$ cat config.mk
export PLATFORM = sky130hd
export DESIGN_NAME = cmd_desc_writer
export DESIGN_NICKNAME = d
export VERILOG_FILES = /design/src/rtl/cmd_desc_writer.sv
export SDC_FILE = /design/constraint.sdc
export NUM_CORES = 2
export LEC_CHECK = 0
export ABC_AREA = 1
export CORE_ASPECT_RATIO = 1.1
export CORE_MARGIN = 2
export CORE_UTILIZATION = 55
export CTS_BUF_LIST = sky130_fd_sc_hd__clkbuf_4
export DETAILED_ROUTE_END_ITERATION = 6
export PLACE_DENSITY_LB_ADDON = 0.12
export SLEW_MARGIN = 20
export SYNTH_ARGS = -nofsm -noshare
export SYNTH_HDL_FRONTEND = slang
export SYNTH_SLANG_ARGS = --single-unit
$ cat constraint.sdc
create_clock -name clk -period 9.5 [get_ports clk]
set_clock_uncertainty 0.1 [all_clocks]
set_input_delay 0.95 -clock clk [delete_from_list [all_inputs] [get_ports clk]]
set_output_delay 0.95 -clock clk [all_outputs]
set_load 0.01 [all_outputs]
$ cat src/rtl/cmd_desc_writer.sv
// cmd_desc_writer: write-back side of a DMA channel's command-link descriptor.
// When start is accepted, the writer captures the header, the base address and
// the register snapshot. It then streams the header word and one payload word
// for each set header bit in 1..31, in ascending bit order.
// Ports:
//   clk, resetn             clock, asynchronous active-low reset
//   start, abort            request a descriptor / cancel the one in flight
//   header_in, base_addr    descriptor header and byte address (bits[1:0] dropped)
//   reg_snapshot            13 packed channel registers, word k at [WIDTH*k +: WIDTH]
//   wr_ready                downstream accepts the presented beat
//   wr_valid/addr/data/last beat being presented (all registered)
//   busy, done, aborted     status; done/aborted are one-cycle pulses
//   beat_cnt                beats accepted in the current or most recent descriptor
module cmd_desc_writer #(
  parameter int unsigned WIDTH = 32
) (
  input  logic                  clk,
  input  logic                  resetn,
  input  logic                  start,
  input  logic                  abort,
  input  logic [31:0]           header_in,
  input  logic [31:0]           base_addr,
  input  logic [WIDTH*13-1:0]   reg_snapshot,
  input  logic                  wr_ready,
  output logic                  wr_valid,
  output logic [31:0]           wr_addr,
  output logic [WIDTH-1:0]      wr_data,
  output logic                  wr_last,
  output logic                  busy,
  output logic                  done,
  output logic                  aborted,
  output logic [5:0]            beat_cnt
);

  localparam int unsigned NREGS  = 13;
  localparam int unsigned SNAP_W = WIDTH * NREGS;

  typedef enum logic [1:0] {S_IDLE, S_HDR, S_PAYLOAD, S_DONE} state_e;

  state_e              state_q, state_d;
  logic [30:0]         mask_q, mask_d;        // pending header bits 31..1
  logic [SNAP_W-1:0]   snap_q, snap_d;
  logic [31:0]         wr_addr_q, wr_addr_d;
  logic [WIDTH-1:0]    wr_data_q, wr_data_d;
  logic                wr_valid_q, wr_valid_d;
  logic                wr_last_q, wr_last_d;
  logic                busy_q, busy_d;
  logic                done_q, done_d;
  logic                aborted_q, aborted_d;
  logic [5:0]          beat_cnt_q, beat_cnt_d;

  logic                hs;
  logic [30:0]         mask_clr;

  // Header bit position (1..31) of the lowest pending mask bit.
  function automatic logic [4:0] low_bit(input logic [30:0] m);
    logic [4:0] r;
    r = 5'd0;
    for (int i = 30; i >= 0; i--) begin
      if (m[i]) r = 5'(i + 1);
    end
    return r;
  endfunction

  // Payload word for a header bit; unmapped bits send zero to keep the reader aligned.
  function automatic logic [WIDTH-1:0] map_word(input logic [4:0] b,
                                                input logic [SNAP_W-1:0] s);
    logic [WIDTH-1:0] w;
    w = '0;
    case (b)
      5'd2:    w = s[WIDTH*0  +: WIDTH];
      5'd3:    w = s[WIDTH*1  +: WIDTH];
      5'd4:    w = s[WIDTH*2  +: WIDTH];
      5'd6:    w = s[WIDTH*3  +: WIDTH];
      5'd8:    w = s[WIDTH*4  +: WIDTH];
      5'd10:   w = s[WIDTH*5  +: WIDTH];
      5'd11:   w = s[WIDTH*6  +: WIDTH];
      5'd12:   w = s[WIDTH*7  +: WIDTH];
      5'd14:   w = s[WIDTH*8  +: WIDTH];
      5'd19:   w = s[WIDTH*9  +: WIDTH];
      5'd20:   w = s[WIDTH*10 +: WIDTH];
      5'd21:   w = s[WIDTH*11 +: WIDTH];
      5'd30:   w = s[WIDTH*12 +: WIDTH];
      default: w = '0;
    endcase
    return w;
  endfunction

  assign hs       = wr_valid_q & wr_ready;
  assign mask_clr = mask_q & (mask_q - 31'd1);

  // Next-state and registered-output logic.
  always_comb begin
    state_d    = state_q;
    mask_d     = mask_q;
    snap_d     = snap_q;
    wr_addr_d  = wr_addr_q;
    wr_data_d  = wr_data_q;
    wr_valid_d = wr_valid_q;
    wr_last_d  = wr_last_q;
    busy_d     = busy_q;
    beat_cnt_d = beat_cnt_q;
    done_d     = 1'b0;
    aborted_d  = 1'b0;

    case (state_q)
      S_IDLE: begin
        if (start) begin
          state_d    = S_HDR;
          mask_d     = header_in[31:1];
          snap_d     = reg_snapshot;
          wr_addr_d  = {base_addr[31:2], 2'b00};
          wr_data_d  = WIDTH'(header_in);
          wr_valid_d = 1'b1;
          wr_last_d  = (header_in[31:1] == 31'd0);
          busy_d     = 1'b1;
          beat_cnt_d = 6'd0;
        end
      end
      S_HDR: begin
        if (hs) begin
          beat_cnt_d = beat_cnt_q + 6'd1;
          wr_addr_d  = wr_addr_q + 32'd4;
          if (mask_q != 31'd0) begin
            state_d   = S_PAYLOAD;
            wr_data_d = map_word(low_bit(mask_q), snap_q);
            wr_last_d = (mask_clr == 31'd0);
          end else begin
            state_d    = S_DONE;
            wr_valid_d = 1'b0;
            wr_last_d  = 1'b0;
            done_d     = 1'b1;
          end
        end
      end
      S_PAYLOAD: begin
        if (hs) begin
          beat_cnt_d = beat_cnt_q + 6'd1;
          wr_addr_d  = wr_addr_q + 32'd4;
          mask_d     = mask_clr;
          if (mask_clr != 31'd0) begin
            wr_data_d = map_word(low_bit(mask_clr), snap_q);
            wr_last_d = ((mask_clr & (mask_clr - 31'd1)) == 31'd0);
          end else begin
            state_d    = S_DONE;
            wr_valid_d = 1'b0;
            wr_last_d  = 1'b0;
            done_d     = 1'b1;
          end
        end
      end
      S_DONE: begin
        state_d = S_IDLE;
        busy_d  = 1'b0;
      end
      default: state_d = S_IDLE;
    endcase

    // Abort beats a same-cycle handshake; the accepted beat is still counted.
    if (abort && (state_q != S_IDLE)) begin
      state_d    = S_IDLE;
      wr_valid_d = 1'b0;
      wr_last_d  = 1'b0;
      busy_d     = 1'b0;
      done_d     = 1'b0;
      aborted_d  = 1'b1;
    end
  end

  // State and output registers.
  always_ff @(posedge clk or negedge resetn) begin
    if (!resetn) begin
      state_q    <= S_IDLE;
      mask_q     <= '0;
      snap_q     <= '0;
      wr_addr_q  <= '0;
      wr_data_q  <= '0;
      wr_valid_q <= 1'b0;
      wr_last_q  <= 1'b0;
      busy_q     <= 1'b0;
      done_q     <= 1'b0;
      aborted_q  <= 1'b0;
      beat_cnt_q <= '0;
    end else begin
      state_q    <= state_d;
      mask_q     <= mask_d;
      snap_q     <= snap_d;
      wr_addr_q  <= wr_addr_d;
      wr_data_q  <= wr_data_d;
      wr_valid_q <= wr_valid_d;
      wr_last_q  <= wr_last_d;
      busy_q     <= busy_d;
      done_q     <= done_d;
      aborted_q  <= aborted_d;
      beat_cnt_q <= beat_cnt_d;
    end
  end

  assign wr_valid = wr_valid_q;
  assign wr_addr  = wr_addr_q;
  assign wr_data  = wr_data_q;
  assign wr_last  = wr_last_q;
  assign busy     = busy_q;
  assign done     = done_q;
  assign aborted  = aborted_q;
  assign beat_cnt = beat_cnt_q;

endmodule

* Yosys cells after proc, flatten, opt, wreduce, memory -nomap -nowiden
Index checks and enable logic that the tools add are counted.
** Storage, ports and cells
- Register bits after elaboration :: 524
- Bits of input ports :: 485
- Output and inout port bits :: 75
- Logic and storage cells :: 195
** Operators by class
- $add $sub $neg :: 4
- Eq/ne operators :: 40
- Multiplexer cells :: 115
- Bitwise gates (word level) :: 3
- Reductions and logical operators :: 22
** Operator list (number)
- $pmux W32 S13 :: 2
- $mux W5 :: 68
- $mux W32 :: 7
- $pmux W32 S3 :: 1
- $logic_not A31 Y1 :: 3
- $pmux W32 S2 :: 1
- $and A31 B31 Y31 :: 2
- $mux W31 :: 2
- $pmux W31 S2 :: 1
- $reduce_bool A31 Y1 :: 2
- $sub A31 B1 Y31 const B :: 2
- $eq A5 B4 Y1 const B :: 10
- $eq A5 B5 Y1 const B :: 8
- $add A32 B3 Y32 const B :: 1
- $eq A5 B2 Y1 const B :: 4
- $eq A5 B3 Y1 const B :: 4
- $mux W1 :: 20
- $ne A3 B3 Y1 const B :: 5
- $mux W6 :: 2
- $pmux W6 S2 :: 1
- $reduce_and A6 Y1 :: 2
- $mux W2 :: 5
- $ne A2 B2 Y1 const B :: 5
- $pmux W2 S4 :: 1
- other kinds (16) :: 25

* Longest topological paths before layout
- Depth in word-level cells :: 41
- Mapped depth :: 47
- Mapped depth without buffers :: 45

* Worst setup path before layout
No wires, ideal clock.
- Path type :: reg-to-reg
- Start :: register mask_q[1]
- End :: register wr_data_q[1], in the netlist wr_data[1]
- Setup time :: 0.117 ns
- Arrival time :: 3.207 ns
- Slack :: 6.076 ns
- Cell stages (with the launch flop) :: 43
- Buffers on the path :: 2
- Clock period less this slack :: 3.424 ns
- Path through :: dfrtp_1 > nor3_4 > nand2_2 > nor2_4 > nand2_2 > o21ai_2 > nand2_1 > nand2_1 > nand2_1 > nand2_1 > nand2_1 > nand2_1 > nand2_1 > nand2_1 > nand2_1 > nand2_1 > nand2_1 > nand2_1 > [7 not listed] > nand2_1 > nand2_1 > nand2_1 > nand2_1 > nand2_1 > nand2_2 > nand2_4 > nand2_4 > buf_6 > buf_6 > nand3_2 > nand3_1 > nor3_1 > nand2_1 > nand2_1 > nand2_1 > nand2_1 > nand2_1
** On the way
- Longest elaborated chain between the ends :: 41
- Elaborated cells between the ends (all ways) :: 79
- Classes of those cells :: add/sub (1); eq/ne (28); mux (46); bitwise (1); reduce/logical (3)
** Ends and longest elaborated chain
- from (decl) :: RTL line 41 : logic [30:0] mask_q, mask_d;
- from (signal assigned) :: RTL line 186 : mask_q <= mask_d;
- $sub A31 B1 Y31 :: RTL line 90 : assign mask_clr = mask_q & (mask_q - 31'd1);
- $and A31 B31 Y31 :: RTL line 90
- $mux W5 (31 in a row) :: RTL line 60 : if (m[i]) r = 5'(i + 1);
- $mux W5 :: RTL line 141 : if (mask_clr != 31'd0) begin
- $mux W5 :: RTL line 137 : if (hs) begin
- $mux W5 :: RTL line 106 : case (state_q)
- $eq A5 B5 Y1, or another cell as far along :: RTL line 70 : case (b)
- $pmux W32 S13 :: RTL line 70
- $mux W32 :: RTL line 141
- $mux W32 :: RTL line 137
- $pmux W32 S3 :: RTL line 106
- to (signal assigned) :: RTL line 189 : wr_data_q <= wr_data_d;
- to (decl) :: RTL line 44 : logic [WIDTH-1:0] wr_data_q, wr_data_d;
Parallel ways exist; a longest one is shown, timed or not. The select of a mux whose other input is x is not followed.
A chain may end at the register's enable or synchronous reset.

* Worst setup path in the final report
- Start :: register mask_q[1]
- End :: register wr_data_q[0], in the netlist wr_data[0]
Same word-level chain as after synthesis.

==> metrics.md <==
| Metric | Value |
|---|---|
| Fill count | `4695` |
| Slew HR | `0.2009` |
| FP Rows | `90` |
| Number of flops mapped to enable cells by yosys | `0` |
| Netlist Area Pre-Place | `between 30000 and 40000 um2` |
| Vias per cell | `6.212` |
| Yosys reg bits | `522` |
| Number of global-route vias before repair | `30670` |
| TritonCTS clock tree | `done` |
| PD cells | `around 370 nW/um2` |
| 1st-iter DRT viols | `approximately 4400` |
| Final min period | `6.245 ns` |
| Final hold vios | `0` |
| Root Driver | `clkbuf_4` |
| GRT overflow | `0` |
| Clock transition at path regs | `0.07 ns` |
| Busiest grt layer | `met2` |
| Core region area | `~55000 um2` |
| Final Cycle Share | `0.6574` |
| Setup ws final | `between 3 and 4 ns` |
| Count leader, synth | `nand2_1` |
| M1 GR Usage | `0.5700` |
| R2R depth | `26` |
| Worst Hold Path EP | `wr_data[16]$_DFFE_PN0P_` |
| Hold Startpoint | `wr_data[16]$_DFFE_PN0P_` |
| Die Span Y | `about 250 um` |
| Total number of vias | `roughly 33000` |
| DRC Markers | `0` |
| Antenna violations before repair | `22` |
| Top cells by area, synth | `dfrtp_1 43%, nand4_1 7.9%, mux2_2 7.8%` |
| Pleak | `~0.018 uW` |
| DR pass1 iterations | `6` |
| Fin Setup TNS | `0 ns` |
| Routability cong. | `approximately 1` |
| DP HPWL | `86210 um` |
| CP Class | `flop to flop` |
| Port buffer count | `555` |
| CP top delay family | `simple AND/OR/NAND/NOR gates` |
| H-tree Lvls | `4` |
| Setup Fix Bufs, Post-CTS | `0` |
| Fmax | `160.1 MHz` |
| P&R area growth vs syn | `25.24%` |
| FF-to-FF End | `wr_data[0]$_DFFE_PN0P_` |
| Largest net degree at the start of global routing | `158` |
| Final Power | `14050 uW` |
| Post-Place Worst Slack | `3.530 ns` |
| Synth Flop Type | `dfrtp_1` |
| Hold path cells | `2` |
| Worst min path class | `flop to flop` |
| Slowest CP cell | `nor2_4` |
| Gr usage total | `0.4329` |
| WL final | `126200 um` |
| Setup crit start kind | `flop` |
| I/O pin count | `560` |
| Mean post-synth cell area | `7.762 um2` |
| Worst r2r src | `mask_q[1]$_DFFE_PN0P_` |
| Met2 usage | `0.6239` |
| Top-area cell type share of the netlist area | `0.4276` |
| Unrepaired setup endpoints after global routing | `no` |
| Initial Util | `0.5571` |
| Synth Warn # | `0` |
| Synth Instances | `3936` |
| WP data arrival | `7.09 ns` |
| Synth cell count leaders | `606 x nand2_1, 522 x dfrtp_1, 494 x nor2_1` |
| Setup violators final | `0` |
| Met3 Usage GRT | `0.1517` |
| Nets@finish | `4904` |
| First-pass GRT wire length | `around 190000 um` |
| Largest stage delay on the critical path | `0.97 ns` |
| Synth cell types | `52` |
| Share of cells above drive strength 1 | `0.1272` |
| Final Slew Violations | `0` |
| CTS Buffer Depth | `3` |
| Die ar. | `57450 um2` |
| Synth area leader | `dfrtp_1` |
| Antenna-violating nets left | `0` |
| Die Wd | `approximately 230 um` |
| CP bufs+invs | `8` |
| Ys async rst share | `1.000` |
| Max Cap Viol | `0` |
| Avg WL per Cell | `around 24 um` |
| Critical Path RT | `10.35 ns` |
| Seq/Total Area, Yosys | `0.4276` |
| CTS sink count | `522` |
| Crit path capture type | `flop` |
| Worst vdd ir | `0.3357 mV` |
| Worst slew pin tran | `1.199 ns` |
| Status | `finished, final reports clean` |
| R2R Setup Slk | `3.25 ns` |
| Most frequent CP cell | `nand2_1` |
| Clock Latency Late Sink | `~1 ns` |
| CP Max Fanout | `43` |
| Clock buffer count from CTS | `145` |
==> worst reg2reg max path, cell delays in order (launching register included) <==
cell	delay (ns)
dfrtp_1	0.50
nand2_4	0.47
inv_1	0.32
nor2_1	0.10
inv_1	0.17
nor2_1	0.06
nand3_1	0.09
nor2_1	0.05
inv_1	0.13
nor2_1	0.09
nand2_1	0.11
inv_1	0.11
o21ai_4	0.07
buf_4	0.59
inv_2	0.67
nor2_4	0.99
buf_4	0.61
nand4_1	0.18
nand2_1	0.12
inv_1	0.04
nand2_1	0.06
nor2_1	0.04
nand2_1	0.05
nand2_1	0.04
nand2_1	0.29
nand2_1	0.09
nand2_1	0.06
==> cell usage in the layout, fill, tap and decap left out, types with 4 or more instances in the layout <==
cell type and instances:
a21oi_1 334, a22oi_1 43, a31oi_1 5, and2_1 10
and3_1 4, buf_4 44, bufinv_16 4, clkbuf_4 209
clkdlybuf4s50_1 554, clkinv_1 32, clkinv_2 5, dfrtp_1 522
diode_2 18, ha_1 6, inv_1 427, inv_2 15
mux2_2 211, nand2_1 601, nand2_2 8, nand2_4 4
nand3_1 173, nand3_2 31, nand4_1 388, nor2_1 486
nor2_2 6, nor2_4 13, nor3_1 55, nor4_1 4
o211ai_1 5, o21ai_0 163, o22ai_1 83, o31ai_1 5
xor2_1 14
==> logic make-up after synthesis <==
family,synth area share
AND/OR/NAND/NOR,0.2735
flip-flops,0.4276
other,0.0001227
multiplexers,0.07777
buffers and inverters,0.09427
AO/OA/AOI/OAI,0.1192
XOR/XNOR,0.004300
adder cells (fa/ha/maj),0.003276
==> layer usage <==
layer / routed length (um) / share of wire / vias to the layer above
met2: 54240 / 0.43 / 2383
met3: 17820 / 0.14 / 452
met4: 6855 / 0.054 / 10
met1: 47200 / 0.37 / 15450
li1: - / - / 14420
met5: 79 / 0.00063 / -
==> registers in the layout (all words and copies together) (netlist names), 2 cells and up <==
name	cells
beat_cnt	6
state_q	2
mask_q	31
wr_data	32
snap_q	416
wr_addr	30
==> final cells by class <==
cell class / instances / area [um2] / share of cell area
antenna: 18 / 45.04 / 0.001177
clock buffer: 209 / 1569 / 0.04101
clock inverter: 40 / 269.0 / 0.007031
inverter: 445 / 1673 / 0.04372
multi-input combinational: 2694 / 14760 / 0.3858
sequential: 522 / 13060 / 0.3414
tap: 736 / 920.9 / 0.02407
timing repair buffer: 603 / 5961 / 0.1558
==> repair_timing <==
| action | CTS | global route |
|---|---|---|
| hold buffers | 1 | 0 |
| setup endpoints to repair | 0 | 0 |
| hold endpoints to repair | 79 | 0 |
| resized for setup | 0 | 0 |
==> metrics by stage <==
step | instances | instance area [um2] | hold slack, ns | util
floorplan | 3937 | 30560 | 0.3896 | -
global placement | 4999 | 36370 | 0.3612 | 0.6632
detailed placement | 4999 | 36370 | 0.3642 | 0.6632
CTS | 5249 | 38220 | 0.3104 | 0.6969
global route | 5259 | 38240 | 0.3735 | 0.6974
finish | 5267 | 38260 | 0.3769 | 0.6977
==> where the power goes <==
| part | switching (uW) | internal, uW |
|---|---|---|
| clock | 1030 | 1120 |
| combinational | 5170 | 2430 |
| sequential | 972 | 3330 |
==> how the worst max path moves through the flow <==
stage / startpoint / slack [ns] / depth (start not counted) / end
after floorplan: mask_q[1]$_DFFE_PN0P_ / 6.08 / 42 / wr_data[1]$_DFFE_PN0P_
after global placement: mask_q[1]$_DFFE_PN0P_ / 3.56 / 41 / wr_data[14]$_DFFE_PN0P_
final: mask_q[1]$_DFFE_PN0P_ / 3.25 / 26 / wr_data[0]$_DFFE_PN0P_
after CTS: mask_q[1]$_DFFE_PN0P_ / 3.50 / 41 / wr_data[14]$_DFFE_PN0P_
after global routing: mask_q[1]$_DFFE_PN0P_ / 2.81 / 41 / wr_data[14]$_DFFE_PN0P_
after detailed placement: mask_q[1]$_DFFE_PN0P_ / 3.53 / 41 / wr_data[14]$_DFFE_PN0P_
No activity file was read; power rests on OpenSTA's default activity.
